$ cat src/rtl/decode_queue.sv
// decode_queue: a small FIFO of pre-decoded MIPS instructions.
//
// Each raw word offered on in_* is decoded combinationally. When it is accepted,
// the decoded entry is written into the tail slot. A legal word is enqueued;
// an illegal word is consumed but dropped, and ill_count is bumped (saturating).
// The head slot is presented on out_* whenever out_valid is high.
//
// Ports:
//   clk, rst_n               clock, asynchronous active-low reset
//   flush                    synchronous clear of the queue (ill_count kept)
//   in_valid/in_ready        input handshake; in_pc, in_data carry the raw instruction
//   out_valid/out_ready      output handshake; out_* carry the head entry's
//                            PC, raw word and decoded fields
//   count                    occupancy
//   ill_count                saturating count of dropped illegal words
module decode_queue #(
  parameter int unsigned DEPTH         = 4,
  parameter int unsigned ADDR_WIDTH    = 16,
  parameter int unsigned ILL_CNT_WIDTH = 8
) (
  input  logic                       clk,
  input  logic                       rst_n,
  input  logic                       flush,
  input  logic                       in_valid,
  output logic                       in_ready,
  input  logic [ADDR_WIDTH-1:0]      in_pc,
  input  logic [31:0]                in_data,
  output logic                       out_valid,
  input  logic                       out_ready,
  output logic [ADDR_WIDTH-1:0]      out_pc,
  output logic [31:0]                out_data,
  output logic [4:0]                 out_rs_addr,
  output logic [4:0]                 out_rt_addr,
  output logic [4:0]                 out_rw_addr,
  output logic                       out_uses_rs,
  output logic                       out_uses_rt,
  output logic                       out_uses_rw,
  output logic                       out_uses_imm,
  output logic [31:0]                out_imm,
  output logic                       out_is_branch_jump,
  output logic                       out_is_jump,
  output logic                       out_is_jump_reg,
  output logic                       out_is_mem,
  output logic                       out_mem_write,
  output logic [ADDR_WIDTH-1:0]      out_branch_target,
  output logic [$clog2(DEPTH):0]     count,
  output logic [ILL_CNT_WIDTH-1:0]   ill_count
);

  localparam int unsigned PtrW = $clog2(DEPTH);
  localparam int unsigned CntW = PtrW + 1;

  typedef struct packed {
    logic [ADDR_WIDTH-1:0] pc;
    logic [31:0]           data;
    logic [4:0]            rs;
    logic [4:0]            rt;
    logic [4:0]            rw;
    logic                  uses_rs;
    logic                  uses_rt;
    logic                  uses_rw;
    logic                  uses_imm;
    logic [31:0]           imm;
    logic                  is_bj;
    logic                  is_jump;
    logic                  is_jump_reg;
    logic                  is_mem;
    logic                  mem_write;
    logic [ADDR_WIDTH-1:0] target;
  } entry_t;

  entry_t dec;
  logic   legal;

  logic [5:0]            op, funct;
  logic [4:0]            rs_f, rt_f, rd_f;
  logic [31:0]           sext, zext;
  logic [ADDR_WIDTH-1:0] pc_plus8, br_target, j_target;

  assign op        = in_data[31:26];
  assign funct     = in_data[5:0];
  assign rs_f      = in_data[25:21];
  assign rt_f      = in_data[20:16];
  assign rd_f      = in_data[15:11];
  assign sext      = {{16{in_data[15]}}, in_data[15:0]};
  assign zext      = {16'h0, in_data[15:0]};
  assign pc_plus8  = in_pc + ADDR_WIDTH'(8);
  assign br_target = in_pc + ADDR_WIDTH'(4) + ADDR_WIDTH'({sext[29:0], 2'b00});
  assign j_target  = {in_data[ADDR_WIDTH-3:0], 2'b00};

  always_comb begin
    dec      = '0;
    legal    = 1'b0;
    dec.pc   = in_pc;
    dec.data = in_data;
    case (op)
      6'h00: begin
        case (funct)
          6'h20, 6'h21, 6'h22, 6'h23, 6'h24, 6'h25, 6'h26, 6'h27,
          6'h04, 6'h06, 6'h07, 6'h2a, 6'h2b: begin
            legal  = 1'b1;
            dec.rs = rs_f;
            dec.rt = rt_f;
            dec.rw = rd_f;
          end
          // Immediate shifts: the shifted register travels on the rs port.
          6'h00, 6'h02, 6'h03: begin
            legal        = 1'b1;
            dec.rs       = rt_f;
            dec.rw       = rd_f;
            dec.imm      = {27'h0, in_data[10:6]};
            dec.uses_imm = 1'b1;
          end
          6'h08: begin
            legal           = 1'b1;
            dec.rs          = rs_f;
            dec.is_bj       = 1'b1;
            dec.is_jump     = 1'b1;
            dec.is_jump_reg = 1'b1;
          end
          6'h09: begin
            legal           = 1'b1;
            dec.rs          = rs_f;
            dec.rw          = 5'd31;
            dec.imm         = 32'(pc_plus8);
            dec.uses_imm    = 1'b1;
            dec.is_bj       = 1'b1;
            dec.is_jump     = 1'b1;
            dec.is_jump_reg = 1'b1;
          end
          default: ;
        endcase
      end
      6'h08, 6'h09, 6'h0a, 6'h0b, 6'h23: begin
        legal        = 1'b1;
        dec.rs       = rs_f;
        dec.rw       = rt_f;
        dec.imm      = sext;
        dec.uses_imm = 1'b1;
        dec.is_mem   = (op == 6'h23);
      end
      6'h0c, 6'h0d, 6'h0e: begin
        legal        = 1'b1;
        dec.rs       = rs_f;
        dec.rw       = rt_f;
        dec.imm      = zext;
        dec.uses_imm = 1'b1;
      end
      6'h0f: begin
        legal        = 1'b1;
        dec.rw       = rt_f;
        dec.imm      = {in_data[15:0], 16'h0};
        dec.uses_imm = 1'b1;
      end
      6'h01, 6'h04, 6'h05, 6'h06, 6'h07: begin
        legal      = 1'b1;
        dec.rs     = rs_f;
        dec.rt     = rt_f;
        dec.is_bj  = 1'b1;
        dec.target = br_target;
      end
      6'h02: begin
        legal       = 1'b1;
        dec.is_bj   = 1'b1;
        dec.is_jump = 1'b1;
        dec.target  = j_target;
      end
      6'h03: begin
        legal        = 1'b1;
        dec.rw       = 5'd31;
        dec.imm      = 32'(pc_plus8);
        dec.uses_imm = 1'b1;
        dec.is_bj    = 1'b1;
        dec.is_jump  = 1'b1;
        dec.target   = j_target;
      end
      6'h2b: begin
        legal         = 1'b1;
        dec.rs        = rs_f;
        dec.rt        = rt_f;
        dec.imm       = sext;
        dec.uses_imm  = 1'b1;
        dec.is_mem    = 1'b1;
        dec.mem_write = 1'b1;
      end
      6'h10: begin
        if (rd_f == 5'h17 || rd_f == 5'h18 || rd_f == 5'h19) begin
          legal  = 1'b1;
          dec.rt = rt_f;
        end
      end
      default: ;
    endcase
    // Register $0 is never a real dependency.
    dec.uses_rs = (dec.rs != 5'd0);
    dec.uses_rt = (dec.rt != 5'd0);
    dec.uses_rw = (dec.rw != 5'd0);
  end

  logic [PtrW-1:0]          head_q, head_d, tail_q, tail_d;
  logic [CntW-1:0]          count_q, count_d;
  logic [ILL_CNT_WIDTH-1:0] ill_q, ill_d;
  logic                     accept, push, pop;
  entry_t                   slots_q [DEPTH];
  entry_t                   head_e;

  assign in_ready  = (count_q < CntW'(DEPTH));
  assign out_valid = (count_q != '0);
  assign accept    = in_valid & in_ready & ~flush;
  assign push      = accept & legal;
  assign pop       = out_valid & out_ready & ~flush;

  always_comb begin
    head_d  = head_q;
    tail_d  = tail_q;
    count_d = count_q;
    ill_d   = ill_q;
    if (flush) begin
      head_d  = '0;
      tail_d  = '0;
      count_d = '0;
    end else begin
      if (push) tail_d = tail_q + PtrW'(1);
      if (pop)  head_d = head_q + PtrW'(1);
      if (push && !pop)      count_d = count_q + CntW'(1);
      else if (pop && !push) count_d = count_q - CntW'(1);
    end
    if (accept && !legal && ill_q != '1) ill_d = ill_q + ILL_CNT_WIDTH'(1);
  end

  always_ff @(posedge clk or negedge rst_n) begin
    if (!rst_n) begin
      head_q  <= '0;
      tail_q  <= '0;
      count_q <= '0;
      ill_q   <= '0;
    end else begin
      head_q  <= head_d;
      tail_q  <= tail_d;
      count_q <= count_d;
      ill_q   <= ill_d;
    end
  end

  // Slot contents are qualified by count, so they carry no reset.
  always_ff @(posedge clk) begin
    if (push) slots_q[tail_q] <= dec;
  end

  assign head_e             = slots_q[head_q];
  assign out_pc             = head_e.pc;
  assign out_data           = head_e.data;
  assign out_rs_addr        = head_e.rs;
  assign out_rt_addr        = head_e.rt;
  assign out_rw_addr        = head_e.rw;
  assign out_uses_rs        = head_e.uses_rs;
  assign out_uses_rt        = head_e.uses_rt;
  assign out_uses_rw        = head_e.uses_rw;
  assign out_uses_imm       = head_e.uses_imm;
  assign out_imm            = head_e.imm;
  assign out_is_branch_jump = head_e.is_bj;
  assign out_is_jump        = head_e.is_jump;
  assign out_is_jump_reg    = head_e.is_jump_reg;
  assign out_is_mem         = head_e.is_mem;
  assign out_mem_write      = head_e.mem_write;
  assign out_branch_target  = head_e.target;
  assign count              = count_q;
  assign ill_count          = ill_q;

endmodule

$ cat config.mk
export PLATFORM = sky130hd
export DESIGN_NAME = decode_queue
export DESIGN_NICKNAME = d
export VERILOG_FILES = /design/src/rtl/decode_queue.sv
export SDC_FILE = /design/constraint.sdc
export NUM_CORES = 1
export LEC_CHECK = 0
export ABC_AREA = 0
export CAP_MARGIN = 20
export CORE_AREA = 2 2 240 148
export CTS_BUF_LIST = sky130_fd_sc_hd__clkbuf_4
export CTS_CLUSTER_DIAMETER = 30
export CTS_CLUSTER_SIZE = 20
export DETAILED_ROUTE_END_ITERATION = 10
export DIE_AREA = 0 0 242 150
export GPL_ROUTABILITY_DRIVEN = 0
export PLACE_DENSITY_LB_ADDON = 0.2
export SLEW_MARGIN = 20
export SYNTH_ARGS = -nofsm -noshare
export SYNTH_HDL_FRONTEND = slang
export SYNTH_SLANG_ARGS = --single-unit
$ cat constraint.sdc
create_clock -name clk -period 5.8 [get_ports clk]
set_input_delay 0.87 -clock clk [delete_from_list [all_inputs] [get_ports clk]]
set_output_delay 0.87 -clock clk [all_outputs]
set_load 0.03 [all_outputs]
Word level (Yosys, flattened, before mapping)
Memories as Yosys holds them, arrays and structs flattened.
Cells that the tools add are included.
{"block": "op_classes", "magnitude_cmp": 1, "n_addsub": 8, "muxes": 28, "n_reduce_logical": 34, "eq_ne": 39, "bitwise": 6}
{"cell": "$pmux W33 S5", "n": 1}
{"cell": "$eq A6 B6 Y1 const B", "n": 12}
{"cell": "$pmux W33 S2", "n": 1}
{"cell": "$eq A6 B4 Y1 const B", "n": 10}
{"cell": "$eq A6 B3 Y1 const B", "n": 7}
{"cell": "$pmux W16 S2", "n": 1}
{"cell": "$pmux W5 S2", "n": 3}
{"cell": "$pmux W5 S3", "n": 2}
{"cell": "$eq A6 B2 Y1 const B", "n": 4}
{"cell": "$reduce_or A18 Y1", "n": 1}
{"cell": "$reduce_or A17 Y1", "n": 1}
{"cell": "$add A16 B16 Y16", "n": 1}
{"cell": "$add A16 B3 Y16 const B", "n": 1}
{"cell": "$add A16 B4 Y16 const B", "n": 1}
{"cell": "$reduce_or A16 Y1", "n": 1}
{"cell": "$eq A5 B5 Y1 const B", "n": 3}
{"cell": "$reduce_bool A5 Y1", "n": 3}
{"cell": "$reduce_or A15 Y1", "n": 1}
{"cell": "$reduce_or A14 Y1", "n": 1}
{"cell": "$reduce_or A13 Y1", "n": 1}
{"cell": "$logic_not A6 Y1", "n": 2}
{"cell": "$mux W3", "n": 4}
{"cell": "$reduce_or A6 Y1", "n": 2}
{"cell": "$mux W5", "n": 2}
{"cell": "24 further kinds", "n": 50}
{"block": "word_totals", "inputBits": 53, "ram_bits": 480, "out_inout_bits": 133, "register_bits": 15, "memories": 1, "wordCells": 121}
{"memory": "slots_q", "depth": 4, "word_bits": 120, "read_ports": 1, "rd_ports_with_merged_regs": 0, "write_ports": 1, "line_no": "204", "rtl": "entry_t slots_q [DEPTH];"}

Depth between registers and ports, before layout
Gate-level depths: netlist of run 1.
{"block": "depth", "depth_word": 11, "ltp_mapped": 13, "depth_no_buf": 12}

Worst setup path after synthesis of run 1
OpenSTA, ideal clock, no wires.
{"block": "synth_timing", "path_kind": "in2reg", "from": "input in_data[29]", "to": "memory slots_q[0][0] in the netlist's numbering, enable pin", "n_path_buf": 2, "setup_time_ns": 0.493, "stages": 7, "slack_ns": 0.391, "t_arrival_ns": 4.915, "required_ns": 5.307, "cell_sequence": "buf_4 -> nor4_4 -> nand2_2 -> nor3_4 -> o31a_1 -> buf_4 -> and2_1"}
{"block": "synth_between", "elab_chain_cells": 6, "elab_cells_between_ends": 24, "cone_classes": "eq/ne: 18; mux: 3; bitwise: 1; reduce/logical: 2"}
{"element": "start, declared", "line_no": "27", "rtl": "input logic [31:0] in_data,"}
{"element": "$eq A6 B6 Y1, or another cell as far along", "line_no": "96", "rtl": "case (op)"}
{"element": "$reduce_or A17 Y1 (no source line)"}
{"element": "$pmux W1 S3 (*)", "line_no": "96"}
{"element": "$and A1 B1 Y1 (*)", "line_no": "210", "rtl": "assign push = accept & legal;"}
{"element": "$mux W1 (*)", "line_no": "247", "rtl": "if (push) slots_q[tail_q] <= dec;"}
{"element": "$mux W1 (implied by the code) (*)", "line_no": "247"}
{"element": "end, declared", "line_no": "204"}
Mark *: on every way between the ends. The rest lies on a longest branch, timed or not.

Worst setup path in the final report of run 1
{"block": "layout_timing", "from": "register head_q[0]", "to": "output out_pc[10]"}
{"block": "layout_between", "elab_chain_cells": 1}
{"element": "start, declared", "line_no": "200", "rtl": "logic [PtrW-1:0] head_q, head_d, tail_q, tail_d;"}
{"element": "start signal, assigned", "line_no": "233", "rtl": "head_q <= '0;"}
{"element": "start signal, assigned", "line_no": "238", "rtl": "head_q <= head_d;"}
{"element": "$mem_v2 Z4 W120"}
{"element": "end, declared", "line_no": "30", "rtl": "output logic [ADDR_WIDTH-1:0] out_pc,"}
No other way between the ends.

==> key figures, run 1 <==
Power and ir drop
  • Leak pwr: ~8 nW
  • Tot Pwr: between 9 and 10 mW
  • Sw power: between 2 and 3 mW
  • Int Power: about 6.3 mW
  • P per Cell Area: 387 nW/µm²
  • Comb pwr share: 0.291
  • Sequential share of power: 0.446
  • Maximum vdd ir drop: between 200 and 300 µV
  • Sw frac: 0.317
  • Clk pwr share: 0.263

Floorplan
  • CORE AREA: 34200 µm²
  • Ports: roughly 190
  • Site row count: between 50 and 60
  • Initial Utilization: 0.591
  • Die area: about 36000 µm²
  • Die Wd: around 240 µm
  • Die H: roughly 150 µm

Yosys
  • Post-synth top flop: edfxtp_1
  • Netlist cell types: 74
  • Syn Nets: approximately 1100
  • Mapped Area: ~20000 µm²
  • Synthesized instance count: 1021
  • Top post-synthesis cells by area: edfxtp_1, mux4_2, ha_1
  • Register area share after synthesis: 0.731
  • Syn. warnings: 0
  • Post-synthesis register bit count: slightly below 500
  • Top cell type's share of synthesized area: 0.713
  • Post-Syn Area per Cell: 19.8 µm²
  • Area leader, netlist: edfxtp_1
  • Post-synth ARST share: 0.0303
  • Synth top cells by count: edfxtp_1, mux4_2, nand2_1, o21ai_0, ha_1
  • Most frequent cell after synthesis: edfxtp_1
  • Post-synth EDFFs: 480

Critical path
  • Worst path cell trace: buf_12, mux4_2, clkdlybuf4s50_1
  • Crit path capture: out_pc[10]
  • Max stage delay on crit path: roughly 0.94 ns
  • Delay-heaviest family, CP: buffers and inverters
  • Crit path depth: 3
  • CP bufs+invs: 2
  • Arrival @ worst endpoint: 3.46 ns
  • Crit end category: primary output
  • WP data required: 4.93 ns
  • CP max stage cell: dfrtp_4
  • Reg2reg path depth: 5
  • Reg-to-reg endpoint: slots_q[2][100]
  • CP startpoint kind: flip-flop
  • Highest fanout seen on the critical path: between 50 and 60
  • Worst reg2reg setup slack: approximately 3.2 ns
  • Worst r2r src: count[2]
  • Critical setup path kind: flip-flop to primary output
  • Worst setup path startpoint: head_q[0]

GRT
  • Pin count of the biggest net entering global routing: 88
  • First-pass GRT wire length: roughly 70000 µm
  • GR peak layer: met1
  • Tot GR Track Use: 0.267
  • GR Layer Usage met2: 0.389
  • Grt ovf: 0
  • Antenna violations before repair: 2
  • Grt met3 use: 0.0751
  • Met1 Resource Use GR: 0.408
  • Vias in the first global route: 11002

Worst hold path
  • Path type of the worst min-delay path: flip-flop to flip-flop
  • Worst Hold Launch: ill_count[4]

Clock tree
  • CTS root buf: clkbuf_4
  • Latest clock arrival within the worst-skew pair: between 0.8 and 0.9 ns
  • Clk slew on worst S/H paths: ~0.12 ns
  • PostCTS Resize Cnt: 0
  • Htree depth: 3
  • CTS Hold Bufs: 0
  • Clock buffer depth: 3
  • CTS Sinks: 495
  • TritonCTS Buffers: 68
  • CTS tree: yes
  • Postcts setup bufs: 0

Timing
  • Tightest Pin Transition: around 0.9 ns
  • Clk_skew: roughly 0.077 ns
  • Worst setup margin: approximately 1.5 ns
  • Final hold slack: slightly above 0.5 ns
  • Final Hold Vio Count: 0
  • Unrepaired setup endpoints after global routing: false
  • Min Clock Period, post-route: 4.33 ns
  • Setup violations, final: 0
  • Final worst path period share: 0.746
  • TNS Setup: 0 ns
  • Slew Limit Fails: 0
  • Max Fclk: 231 MHz
  • Max-slew headroom: 0.399

Drt
  • Antenna-violating nets left: 0
  • First-iteration detailed-routing DRC count: roughly 1200
  • Detailed-route DRC error count: 0
  • Vias: approximately 11000
  • Final WL: 47200 µm
  • Via-to-Cell Ratio: roughly 6.3
  • Drt first pass iters: 6
  • WL/cell: 26.5 µm

Placement
  • Post-DP HPWL: a little over 30000 µm
  • Pre-CTS setup slack: around 1.2 ns
  • PortBufs: ~190
  • Post-placement cell count: roughly 1700

Flow run
  • # Max-Cap Violations: 0

Layout
  • Area Overhead vs Synth: 18.3%
  • # fillers: ~2200
  • Layout Cells excl Fill: 1783
  • Ratio of cells with drive above 1 in the final layout: 0.228
  • Final nets: 1346

Run status
  • Status: completed
## layer usage
layer  vias up  part of all wire
met5         -                 0
met4         0             0.016
met3        64              0.11
met2       627              0.45
met1      5734              0.43
li1       4733                 -
## cells by family (layout without fill, tap and decap cells)
kind of cell	count (synthesis)	after routing	synth area share
multiplexers	126	126	0.137
adder cells (fa/ha/maj)	33	33	0.0212
buffers and inverters	72	364	0.0162
AO/OA/AOI/OAI	114	114	0.0407
XOR/XNOR	29	29	0.0126
other	0	3	0
AND/OR/NAND/NOR	152	152	0.0412
flip-flops	495	495	0.731
## area by class of cell
class	count	area (µm²)	area share
sequential	495	14800	0.619
clock inverter	47	542	0.0227
timing repair buffer	219	2210	0.0923
multi-input combinational	454	5120	0.214
clock buffer	76	571	0.0239
antenna	3	7.51	0.000314
inverter	22	85.1	0.00356
tap	467	584	0.0244
## per-stage QoR
stage,area [µm²],util
floorplan,20200,-
global route,23900,0.699
CTS,23900,0.699
detailed placement,22800,0.666
finish,23900,0.699
global placement,22800,0.666
## cells in the final DEF, fill, tap and decap left out, drive strengths merged, types with 10 or more instances in the layout
| cell | count |
|---|---|
| o21ai | 34 |
| mux4 | 120 |
| edfxtp | 480 |
| xnor2 | 13 |
| a21oi | 11 |
| buf | 34 |
| xor2 | 16 |
| and2 | 11 |
| a22o | 11 |
| clkinv | 16 |
| clkbuf | 76 |
| clkdlybuf4s50 | 185 |
| nor2 | 25 |
| ha | 31 |
| nand2 | 44 |
| nor3 | 11 |
| nor2b | 10 |
| a21o | 19 |
| inv | 37 |
| nand3 | 15 |
| dfrtp | 15 |
## worst min-delay path by stage
| stage | end | slack, ns | cells past startpoint |
|---|---|---|---|
| 2_1_floorplan | tail_q[0] | 0.55 | 1 |
| 3_3_place_gp | ill_count[4] | 0.49 | 1 |
| 3_5_place_dp | ill_count[4] | 0.49 | 1 |
| 4_1_cts | count[1] | 0.47 | 1 |
| 5_1_grt | count[1] | 0.51 | 1 |
| 6_report | ill_count[4] | 0.50 | 1 |
## sequential cells by signal, indices dropped and copies added (netlist names)
| register | cells |
|---|---|
| count | 3 |
| ill_count | 8 |
| tail_q | 2 |
| head_q | 2 |
| slots_q | 480 |
## power groups by stage
stage | logic (mW) | clock network [mW] | registers (mW)
finish | 2.70 | 2.44 | 4.13
global route | 2.82 | 2.65 | 4.15
CTS | 2.72 | 2.49 | 4.13
detailed placement | 2.71 | 0 | 4.22
global placement | 2.70 | 0 | 4.21
floorplan | 1.72 | 0 | 4.16
(Power assumes the default switching activity.)
==> run 2, diff against run 1 <==
- CORE_AREA: 2 2 240 148 -> 2 2 253 155
- DIE_AREA: 0 0 242 150 -> 0 0 255 157
- clock period: 5.8 -> 3.6 ns (I/O delays scaled with it)
==> run 2 against run 1 <==
Non-clock buffer count grew 61; wire length up 1.4%; combinational power rose by 70%; total power rose by 67%; final area rose by 3.5%; setup slack worse by 1.3 ns; clock-buffer cell count increased by 3; hold slack lost 0.31 ns; die area rose by 10%; clock skew decreased by 0.021 ns; critical path type unchanged; highest routed layer is now met5.
==> key figures, run 2 (same netlist as run 1, synthesis figures left out) <==
Placement
  • PortBufs: 185 (unchanged)
  • Post-DP HPWL: 31500 µm (+3.7%)
  • Pre-CTS setup slack: -0.216 ns (-1.43 ns)
  • Post-placement cell count: 1761 (+6.3%)

Critical path
  • CP startpoint kind: flip-flop
  • Arrival @ worst endpoint: 2.90 ns (-0.56 ns)
  • WP data required: 3.06 ns (-1.87 ns)
  • Critical setup path kind: flip-flop to primary output
  • Crit end category: primary output
  • Highest fanout seen on the critical path: 30 (-42%)
  • Reg2reg path depth: 8 (+3)
  • Worst reg2reg setup slack: 1.43 ns (-1.72 ns)

Timing
  • Unrepaired setup endpoints after global routing: false
  • Clk_skew: 0.0554 ns (-0.0212 ns)
  • Slew Limit Fails: 0 (unchanged)
  • Max Fclk: ~290 MHz
  • Final hold slack: 0.195 ns (-0.309 ns)
  • Final worst path period share: 0.955
  • Min Clock Period, post-route: between 3 and 4 ns
  • Worst setup margin: 0.163 ns (-1.31 ns)
  • Final Hold Vio Count: 0 (unchanged)
  • Setup violations, final: 0 (unchanged)
  • Tightest Pin Transition: 0.809 ns (-0.0906 ns)
  • Max-slew headroom: 0.461 (+0.0616)

Layout
  • Final Util: 0.660 (-0.0391)
  • Ratio of cells with drive above 1 in the final layout: 0.260 (+0.0324)
  • Area Overhead vs Synth: 22.4%
  • Most frequent cells in the layout: edfxtp_1, clkdlybuf4s50_1, mux4_2, clkbuf_4, buf_4
  • Final nets: 1409 (+4.7%)
  • Layout Cells excl Fill: 1894 (+6.2%)
  • Top reg by flops: slots_q
  • Max reg flops: 480 (unchanged)
  • Most common cell after layout, fill and taps aside: edfxtp_1

Power and ir drop
  • Maximum vdd ir drop: 457 µV (+81%)
  • Sequential share of power: 0.425 (-0.021)
  • Leak pwr: 8.31 nW (+5.3%)
  • Clk pwr share: 0.278 (+0.015)
  • Sw power: 4.77 mW (+63%)
  • P per Cell Area: 624 nW/µm² (+61%)
  • Int Power: 10.7 mW (+69%)
  • Comb pwr share: 0.297 (+0.006)
  • Sw frac: 0.309 (-0.00772)

Drt
  • Final WL: 47900 µm (+1.4%)
  • Via-to-Cell Ratio: 5.90 (-5.7%)
  • First-iteration detailed-routing DRC count: 1189 (-4.7%)
  • WL/cell: 25.3 µm (-4.6%)
  • Antenna-violating nets left: 0 (unchanged)
  • Vias: 11174 (+0.14%)
  • Detailed-route DRC error count: 0 (unchanged)
  • Drt first pass iters: 7 (+1)

Flow run
  • # Max-Cap Violations: 0 (unchanged)

Clock tree
  • Clock buffer depth: 3 (unchanged)
  • CTS root buf: clkbuf_4
  • CTS tree: yes
  • Clk slew on worst S/H paths: 0.12 ns (about the same)
  • CTS Sinks: 495 (unchanged)
  • CTS Hold Bufs: 0 (unchanged)
  • Htree depth: 3 (unchanged)
  • TritonCTS Buffers: 70 (+2.9%)
  • Latest clock arrival within the worst-skew pair: 0.79 ns (-0.02 ns)

GRT
  • Grt ovf: 0 (unchanged)
  • Tot GR Track Use: 0.245 (-0.0220)
  • First-pass GRT wire length: 70700 µm (+1.2%)
  • Vias in the first global route: 10992 (-0.091%)
  • Pin count of the biggest net entering global routing: 52 (-41%)
  • Antenna violations before repair: 3 (+1)

Floorplan
  • Ports: 186 (unchanged)
  • Initial Utilization: 0.539 (-0.0518)
  • Die H: 157 µm (+4.7%)
  • Site row count: 55 (+3.8%)
  • CORE AREA: 37500 µm² (+9.6%)
  • Die area: 40000 µm² (+10%)
  • Die Wd: 255 µm (+5.4%)

Worst hold path
  • Path type of the worst min-delay path: primary input to asynchronous set/reset pin

Run status
  • Status: completed
[run 2: cell count changes in the layout (fill, tap and decap cells not counted), moves of 2 or more]
cell        before  now
diode_2          3    1
clkinv_1         4    9
buf_12           8   24
clkinv_4         4    6
clkinv_2         8    4
buf_4           26   70
clkinvlp_4       7    4
clkbuf_4        76   79
bufinv_16        9   13
[run 2: worst paths after layout]
kind | start | end
max in group asynchronous | rst_n | head_q[0]
min | rst_n | ill_count[7]
max | head_q[0] | out_imm[19]
min reg2reg | ill_count[6] | ill_count[6]
min in group clk | in_data[22] | slots_q[3][94]
max reg2reg | count[2] | count[2]
[run 2: timing repair]
action	in CTS	in global routing
buffers inserted	3	0
setup endpoints to repair	25	0
resized for setup	1	0
[run 2: stage by stage]
step / instance area [µm²] / total power, mW / setup TNS, ns
2_1_floorplan: 20200 / 9.46 / -72.24
4_1_cts: 24700 / 15.6 / 0
5_1_grt: 24700 / 16.0 / 0
3_5_place_dp: 23500 / 11.3 / -1.17
3_3_place_gp: 23500 / 11.3 / -0.374
6_report: 24700 / 15.4 / 0
[run 2: area by class of cell]
class | instances | area, µm²
multi-input cells | 454 | 5110
flip-flops and latches | 495 | 14800
well taps | 513 | 642
fillers | 2543 | 12800
clock buffers | 79 | 593
repair buffers | 280 | 2870
diodes | 1 | 2.50
inverters | 22 | 85.1
clock inverters | 50 | 647
[run 2: per-layer routing]
layer	share of wire	track usage	wire length, µm	vias up
met5	0.00052	0	25	-
met2	0.45	0.352	21500	540
met4	0.017	0.0627	811	4
met1	0.43	0.373	20800	5716
met3	0.099	0.0673	4720	63
li1	-	-	-	4851
[run 2: power groups by stage]
stage                     Clock, mW  Sequential [mW]  Combinational [mW]
after floorplan                   0             6.70                2.77
after detailed placement          0             6.73                4.55
after CTS                      4.37             6.56                4.66
final                          4.29             6.56                4.59
after global placement            0             6.72                4.54
after global routing           4.63             6.57                4.83
[run 2: critical path, stage by stage (launching register included)]
cell	delay, ns
dfrtp_4	0.56
buf_12	0.28
mux4_2	0.62
clkdlybuf4s50_1	0.63
